--- src/rtl/core_pkg.sv ---
// core_pkg: widths, reset PC, opcode constants and fetch entry type shared by the core and its benches.
package core_pkg;
  localparam int ADDR_WIDTH = 32;
  localparam int INSTR_WIDTH = 32;
  localparam logic [ADDR_WIDTH-1:0] RESET_PC = '0;
  localparam logic [6:0] OP_ITYPE = 7'b0010011;
  localparam logic [6:0] OP_BRANCH = 7'b1100011;
  typedef struct packed {
    logic [INSTR_WIDTH-1:0] instr;
    logic [ADDR_WIDTH-1:0] pc;
  } fetch_entry_t;
  function automatic logic [ADDR_WIDTH-1:0] word_align(input logic [ADDR_WIDTH-1:0] a);
    return {a[ADDR_WIDTH-1:2], 2'b00};
  endfunction
endpackage

--- src/rtl/instr_fetch_if.sv ---
// instr_fetch_if: instruction memory port, decode handshake and branch redirect of the fetch unit.
interface instr_fetch_if #(
  parameter int ADDR_WIDTH = core_pkg::ADDR_WIDTH,
  parameter int INSTR_WIDTH = core_pkg::INSTR_WIDTH
);
  logic imem_req_o;
  logic [ADDR_WIDTH-1:0] imem_addr_o;
  logic [INSTR_WIDTH-1:0] imem_rdata_i;
  logic redirect_i;
  logic [ADDR_WIDTH-1:0] redirect_target_i;
  logic instr_valid_o;
  logic instr_ready_i;
  logic [INSTR_WIDTH-1:0] instr_o;
  logic [ADDR_WIDTH-1:0] instr_pc_o;
  modport master (
    output imem_req_o, imem_addr_o, instr_valid_o, instr_o, instr_pc_o,
    input imem_rdata_i, redirect_i, redirect_target_i, instr_ready_i
  );
  modport slave (
    input imem_req_o, imem_addr_o, instr_valid_o, instr_o, instr_pc_o,
    output imem_rdata_i, redirect_i, redirect_target_i, instr_ready_i
  );
endinterface

--- src/rtl/fetch_fifo.sv ---
// fetch_fifo: 2-entry in-order buffer of {instr, pc} with synchronous flush; entry 0 is always the head.
module fetch_fifo import core_pkg::*; (
  input  logic clk,
  input  logic rst_n,
  input  logic flush_i,
  input  logic push_i,
  input  logic pop_i,
  input  fetch_entry_t data_i,
  output fetch_entry_t head_o,
  output logic [1:0] count_o
);
  fetch_entry_t e0_q, e0_d, e1_q, e1_d;
  logic [1:0] count_q, count_d, wr_idx;
  always_comb begin
    e0_d = pop_i ? e1_q : e0_q;
    e1_d = e1_q;
    wr_idx = count_q - {1'b0, pop_i};
    if (push_i && wr_idx == 2'd0) e0_d = data_i;
    if (push_i && wr_idx == 2'd1) e1_d = data_i;
    count_d = flush_i ? 2'd0 : count_q + {1'b0, push_i} - {1'b0, pop_i};
  end
  always_ff @(posedge clk or negedge rst_n) begin
    if (!rst_n) begin
      e0_q <= '0;
      e1_q <= '0;
      count_q <= '0;
    end else begin
      e0_q <= e0_d;
      e1_q <= e1_d;
      count_q <= count_d;
    end
  end
  assign head_o = e0_q;
  assign count_o = count_q;
endmodule

--- src/rtl/instr_fetch.sv ---
// instr_fetch: PC, credit-based issue to a 1-cycle instruction memory, and redirect/squash handling.
module instr_fetch import core_pkg::*; #(
  parameter logic [31:0] RESET_PC = core_pkg::RESET_PC
) (
  input logic clk,
  input logic rst_n,
  instr_fetch_if.master bus
);
  logic [ADDR_WIDTH-1:0] fetch_pc_q, fetch_pc_d, req_pc_q;
  logic inflight_q, squash_q;
  logic valid, pop, redir, req, push;
  logic [1:0] count;
  logic [2:0] occ;
  fetch_entry_t head;
  always_comb begin
    valid = count != 2'd0;
    pop = valid & bus.instr_ready_i;
    redir = pop & bus.redirect_i;
    occ = {1'b0, count} + {2'b0, inflight_q} - {2'b0, pop};
    // Gated by rst_n so no request is visible while reset is held.
    req = rst_n & (occ < 3'd2);
    push = inflight_q & ~squash_q & ~redir;
    fetch_pc_d = redir ? word_align(bus.redirect_target_i)
               : req ? fetch_pc_q + ADDR_WIDTH'(4) : fetch_pc_q;
  end
  always_ff @(posedge clk or negedge rst_n) begin
    if (!rst_n) begin
      fetch_pc_q <= RESET_PC;
      req_pc_q <= '0;
      inflight_q <= 1'b0;
      squash_q <= 1'b0;
    end else begin
      fetch_pc_q <= fetch_pc_d;
      req_pc_q <= fetch_pc_q;
      inflight_q <= req;
      squash_q <= redir;
    end
  end
  fetch_fifo u_fifo (
    .clk(clk),
    .rst_n(rst_n),
    .flush_i(redir),
    .push_i(push),
    .pop_i(pop),
    .data_i('{instr: bus.imem_rdata_i, pc: req_pc_q}),
    .head_o(head),
    .count_o(count)
  );
  assign bus.imem_req_o = req;
  assign bus.imem_addr_o = req ? fetch_pc_q : '0;
  assign bus.instr_valid_o = valid;
  assign bus.instr_o = valid ? head.instr : '0;
  assign bus.instr_pc_o = valid ? head.pc : '0;
endmodule

--- src/flat_wrapper.sv ---
// flat-port wrapper written by rule: the top's interface ports become plain ports
module instr_fetch_flat import core_pkg::*;
#(
  parameter logic [31:0] RESET_PC = core_pkg::RESET_PC
)
  (clk, rst_n, bus_imem_req_o, bus_imem_addr_o, bus_instr_valid_o, bus_instr_o, bus_instr_pc_o, bus_imem_rdata_i, bus_redirect_i, bus_redirect_target_i, bus_instr_ready_i);
  instr_fetch_if bus_i ();
  input logic clk;
  input logic rst_n;
  output wire logic [$bits(bus_i.imem_req_o)-1:0] bus_imem_req_o;
  output wire logic [$bits(bus_i.imem_addr_o)-1:0] bus_imem_addr_o;
  output wire logic [$bits(bus_i.instr_valid_o)-1:0] bus_instr_valid_o;
  output wire logic [$bits(bus_i.instr_o)-1:0] bus_instr_o;
  output wire logic [$bits(bus_i.instr_pc_o)-1:0] bus_instr_pc_o;
  input wire logic [$bits(bus_i.imem_rdata_i)-1:0] bus_imem_rdata_i;
  input wire logic [$bits(bus_i.redirect_i)-1:0] bus_redirect_i;
  input wire logic [$bits(bus_i.redirect_target_i)-1:0] bus_redirect_target_i;
  input wire logic [$bits(bus_i.instr_ready_i)-1:0] bus_instr_ready_i;
  assign bus_imem_req_o = bus_i.imem_req_o;
  assign bus_imem_addr_o = bus_i.imem_addr_o;
  assign bus_instr_valid_o = bus_i.instr_valid_o;
  assign bus_instr_o = bus_i.instr_o;
  assign bus_instr_pc_o = bus_i.instr_pc_o;
  assign bus_i.imem_rdata_i = bus_imem_rdata_i;
  assign bus_i.redirect_i = bus_redirect_i;
  assign bus_i.redirect_target_i = bus_redirect_target_i;
  assign bus_i.instr_ready_i = bus_instr_ready_i;
  instr_fetch #(.RESET_PC(RESET_PC)) u_core (.clk(clk), .rst_n(rst_n), .bus(bus_i));
endmodule
--- config.mk ---
export PLATFORM = sky130hd
export DESIGN_NAME = instr_fetch_flat
export DESIGN_NICKNAME = d
export VERILOG_FILES = /design/src/rtl/core_pkg.sv /design/src/rtl/instr_fetch_if.sv /design/src/rtl/fetch_fifo.sv /design/src/rtl/instr_fetch.sv /design/src/flat_wrapper.sv
export SDC_FILE = /design/constraint.sdc
export NUM_CORES = 1
export LEC_CHECK = 0
export BUFFER_PORTS_ARGS = -buffer_cell sky130_fd_sc_hd__clkbuf_2
export CAP_MARGIN = 20
export CORE_MARGIN = 1
export CORE_UTILIZATION = 40
export DETAILED_ROUTE_END_ITERATION = 8
export SETUP_SLACK_MARGIN = 0.02
export SYNTH_ARGS = -nofsm -noshare
export SYNTH_HDL_FRONTEND = slang
export SYNTH_SLANG_ARGS = --single-unit
--- constraint.sdc ---
create_clock -name clk -period 10.9 [get_ports clk]
set_clock_uncertainty 0.15 [all_clocks]
set_input_delay 1.09 -clock clk [delete_from_list [all_inputs] [get_ports clk]]
set_output_delay 1.09 -clock clk [all_outputs]
set_load 0.02 [all_outputs]
# Word-level counts from Yosys, hierarchy flattened
# Cells that the tools add are included.
[classes]
add_sub_neg = 6
order_cmp = 1
n_eq_ne = 1
n_mux = 8
bitwise_logic = 7
reduce_logical = 6
[op_table]
columns = ["operator", "n"]
rows = [
  ["$mux W32", 5],
  ["$mux W64", 2],
  ["$add A32 B3 Y32 const B", 1],
  ["$reduce_bool A2 Y1", 3],
  ["$and A1 B1 Y1", 5],
  ["$sub A2 B1 Y2", 2],
  ["$add A2 B1 Y3", 1],
  ["$lt A3 B2 Y1 const B", 1],
  ["$sub A3 B1 Y3", 1],
  ["$add A2 B1 Y2", 1],
  ["$eq A2 B1 Y1 const B", 1],
  ["$logic_and A1 B1 Y1", 2],
  ["$logic_not A2 Y1", 1],
  ["$mux W2", 1],
  ["$not A1 Y1", 2],
]
[word_totals]
reg_bits = 196
input_bits = 68
output_inout_bits = 98

# Depth between registers and ports, before layout
[logic_depth]
ltp_word = 8
mapped_depth = 13

# By module
# From an unflattened synthesis, not the netlist that was laid out.
[unflattened]
cells_unflattened = 759
hier_area_um2 = 8898.5
[modules_own_cells]
columns = ["module", "n_inst", "cells_per_inst", "area_per_inst_um2", "seq_area_each_um2"]
rows = [
  ["fetch_fifo", 1, 424, 5703.0, 3253.1],
  ["instr_fetch", 1, 335, 3195.6, 1551.5],
]

# Worst setup path before layout
# No wires, ideal clock.
[synth_timing]
path_type = "input to output"
from = "input bus_instr_ready_i"
to = "output bus_imem_addr_o[20]"
arrival_ns = 3.339
path_slack_ns = 6.321
cell_stages = 9
path_buffers = 3
cell_sequence = "nand2_4 buf_2 buf_1 nor2_1 fa_1 xor2_2 nor2_1 clkbuf_1 and2_1"
[synth_via]
elab_chain_cells = 5
[synth_rtl]
columns = ["item", "line", "text"]
rows = [
  ["start: declaration", "flat_wrapper.sv:18", "input wire logic [$bits(bus_i.instr_ready_i)-1:0] bus_instr_ready_i;"],
  ["$and A1 B1 Y1", "instr_fetch.sv:17", "pop = valid & bus.instr_ready_i;"],
  ["$sub A3 B1 Y3", "instr_fetch.sv:19", "occ = {1'b0, count} + {2'b0, inflight_q} - {2'b0, pop};"],
  ["$lt A3 B2 Y1", "instr_fetch.sv:21", "req = rst_n & (occ < 3'd2);"],
  ["$and A1 B1 Y1", "instr_fetch.sv:21", ""],
  ["net bus_imem_req_o", "flat_wrapper.sv:10", "output wire logic [$bits(bus_i.imem_req_o)-1:0] bus_imem_req_o;"],
  ["$mux W32", "instr_fetch.sv:50", "assign bus.imem_addr_o = req ? fetch_pc_q : '0;"],
  ["end: declaration", "flat_wrapper.sv:11", "output wire logic [$bits(bus_i.imem_addr_o)-1:0] bus_imem_addr_o;"],
]
# The timed path passes the listed nets, and every way through them passes these cells.

# Final worst setup path
[layout_timing]
from = "input bus_instr_ready_i"
to = "output bus_imem_addr_o[12]"
[layout_via]
elab_chain_cells = 5
[layout_rtl]
columns = ["item", "line"]
rows = [
  ["$and A1 B1 Y1", "instr_fetch.sv:17"],
  ["$sub A3 B1 Y3", "instr_fetch.sv:19"],
  ["$lt A3 B2 Y1", "instr_fetch.sv:21"],
  ["$and A1 B1 Y1", "instr_fetch.sv:21"],
  ["$mux W32", "instr_fetch.sv:50"],
]
# Every way passes these cells.

==> run_results.csv <==
group,metric,value,unit
layout,design_area,10300,sq um
global_route,grt_pass1_wl,32000,um
layout,n_antenna_cell,0,
synthesis,synth_edf_count,0,
global_route,grt.busiest_layer,"met2",
global_route,first_global_vias,5964,
sta,worst_pin_slew,0.815,ns
synthesis,syn_inst,830,
die,io_pins,166,
synthesis,ys_types,51,
power,peakVddDrop,128,uV
cts,cts_made_buffers,17,
critical_path,cp_max_fo,27,
routing,routed_wl,20000,um
routing,wl_per_cell,15.9,um
synthesis,synthTopCellsByArea,"dfrtp_1, mux2_4, nand2_1",
global_route,grt_max_degree,79,
synthesis,yosysWarnings,0,
place,portBuffers,159,
synthesis,synth_most_common_cell,"dfrtp_1",
routing,dr_total_vias,6233,
die,design.die.area,22800,sq um
cts,clkSlewWorstSetupHoldPaths,0.07,ns
global_route,track_usage,18.2,%
sta,max_freq,220,MHz
sta,setup_viol,0,
routing,drt-vias-per-instance,4.97,
worst_hold_path,hold_class,"register to register",
critical_path,critPathCaptureType,"primary output",
run,max-cap-violations,0,
layout,area_delta_synth_final,15.4,%
power,finalPower,0.00292,W
layout,layout-drive-gt1-share,27.9,%
synthesis,ys_seq_elements,188,
synthesis,synth_async_sr_flop_share,100,%
critical_path,cp.required,9.66,ns
cts,hold_buffers,0,
cts,cts-root-buf,"clkbuf_16",
sta,finalSetupTns,0,ns
die,start_util,40.7,%
cts,cts_num_sinks,188,
sta,slew-limit-headroom,45.7,%
power,cellPowerDensity,285,nW/um^2
global_route,gr-usage-met2,28.0,%
synthesis,synth_top_area_share,52.9,%
sta,period_share,41.7,%
place,post-dp-hpwl,12400,um
sta,timing.final.crit_period,4.54,ns
place,placed_area,9720,sq um
power,power_leakage,4.86,nW
layout,nets,1036,
synthesis,yosysTopAreaCell,"dfrtp_1",
die,die_h,151,um
cts,cts_tree,"yes",
synthesis,synth_flop_cell,"dfrtp_1",
layout,final_util,47.0,%
critical_path,critPathKind,"input port to primary output",
critical_path,cp.arrival,3.30,ns
global_route,antenna_found_initial,0,
synthesis,postSynthAreaPerCell,10.7,sq um
synthesis,ys_seq_area_share,52.9,%
routing,drtIter0Drc,278,
cts,worstSkewPairLatency,0.42,ns
sta,rsz0062_at_grt,"no",
cts,cts_buffer_depth,2,
sta,hold_violations,0,
routing,drt-pass1-iter-count,6,
sta,finalMaxSlewViolations,0,
synthesis,synthTopCellsByCount,"dfrtp_1, nand2_1, and2_1",
routing,final_antenna_net_count,0,
global_route,grt-ovfl-total,0,
cts,ctsResizeCount,0,
critical_path,worstSetupStartpointType,"input port",
die,core_region_area,21800,sq um
global_route,use_met1,26.2,%
global_route,grt_use_met3,3.37,%
status,status,"complete, no violations",
critical_path,r2r_slack,6.80,ns
place,gp_congestion,0.825,
routing,drc_errors,0,
cts,h-tree-depth,4,
die,rows,54,
die,die_w,151,um
synthesis,synth_area,8890,sq um
cts,cts_setup_buffers,0,
[per-layer routing]
metal	part of all wire (%)	routed length, um
met4	1.0	208
met1	49	9750
met5	0	0
met3	3.9	789
met2	46	9240
[critical path, cell delays in order]
cell and delay [ns]:
clkbuf_2 0.14, xor2_1 0.16, nand2_1 0.09, fa_1 0.48
nand2_1 0.22, nor2_2 0.43, buf_4 0.34, and2_1 0.18
clkbuf_2 0.17
[cells by family (layout without fill, tap and decap cells)]
group / count (synthesis) / after routing / share of synthesized area [%]
xor+xnor: 31 / 31 / 3.14
flops: 188 / 188 / 52.9
other cells: 1 / 4 / 0.0422
compound gates: 98 / 98 / 6.59
simple gates: 379 / 379 / 21.2
buf+inv: 65 / 207 / 5.04
mux: 63 / 63 / 10.3
fa+ha+maj: 5 / 5 / 0.789
[state kept, by name, summed over array words and instances, names as in the netlist]
| register | count |
|---|---|
| u_core.u_fifo.e1_q | 62 |
| u_core.u_fifo.head_o | 62 |
| u_core.fetch_pc_q | 30 |
| u_core.req_pc_q | 30 |
| u_core.u_fifo.count_o | 2 |
| u_core.inflight_q | 1 |
| u_core.squash_q | 1 |
[final timing paths]
check | start | endpoint | cells past startpoint
max | bus_instr_ready_i | bus_imem_addr_o[12] | 9
min | u_core.fetch_pc_q[24] | u_core.req_pc_q[24] | 0
max reg2reg | u_core.u_fifo.count_o[1] | u_core.u_fifo.head_o[29] | 9
min reg2reg | u_core.fetch_pc_q[24] | u_core.req_pc_q[24] | 0
max in group asynchronous | rst_n | u_core.u_fifo.head_o[11] | 2
min in group asynchronous | rst_n | u_core.u_fifo.head_o[35] | 1
[per-stage QoR]
step,setup slack [ns],hold WS [ns],cells
final,6.36,0.283,1255
after global routing,6.17,0.318,1255
after CTS,6.32,0.287,1255
after detailed placement,6.32,0.270,1224
after global placement,6.36,0.272,1224
after floorplan,6.32,0.232,833
[power breakdown]
part           switching (W)  internal [W]  total [W]
logic               0.000624      0.000474    0.00110
registers           0.000224       0.00101    0.00123
clock network       0.000269      0.000319   0.000589
[area by class of cell]
class | instances | area, sq um
Tap cell | 280 | 350
Timing Repair Buffer | 168 | 872
Clock buffer | 20 | 447
Inverter | 8 | 35.0
Fill cell | 2032 | 11600
Sequential cell | 188 | 4700
Multi-Input combinational cell | 580 | 3750
Clock inverter | 11 | 93.8
[cell usage in the layout, fill, tap and decap left out, drive strengths merged, types with 2 or more instances in the layout]
cell    Yosys  layout
dfrtp     188     188
clkbuf     25     179
nand2     165     165
and2       92      92
nor2       72      72
a31oi      64      64
mux2       62      62
o21ai      26      26
xor2       17      17
xnor2      14      14
nand4      11      11
nand3      10      10
inv         8      10
buf        32       9
and3        7       7
clkinv      0       7
nor3        6       6
nor4        6       6
ha          4       4
conb        1       4
a21oi       3       3
or2         2       2
and4        2       2
or4         2       2
o211ai      2       2
nor3b       2       2
(Power assumes the default switching activity.)
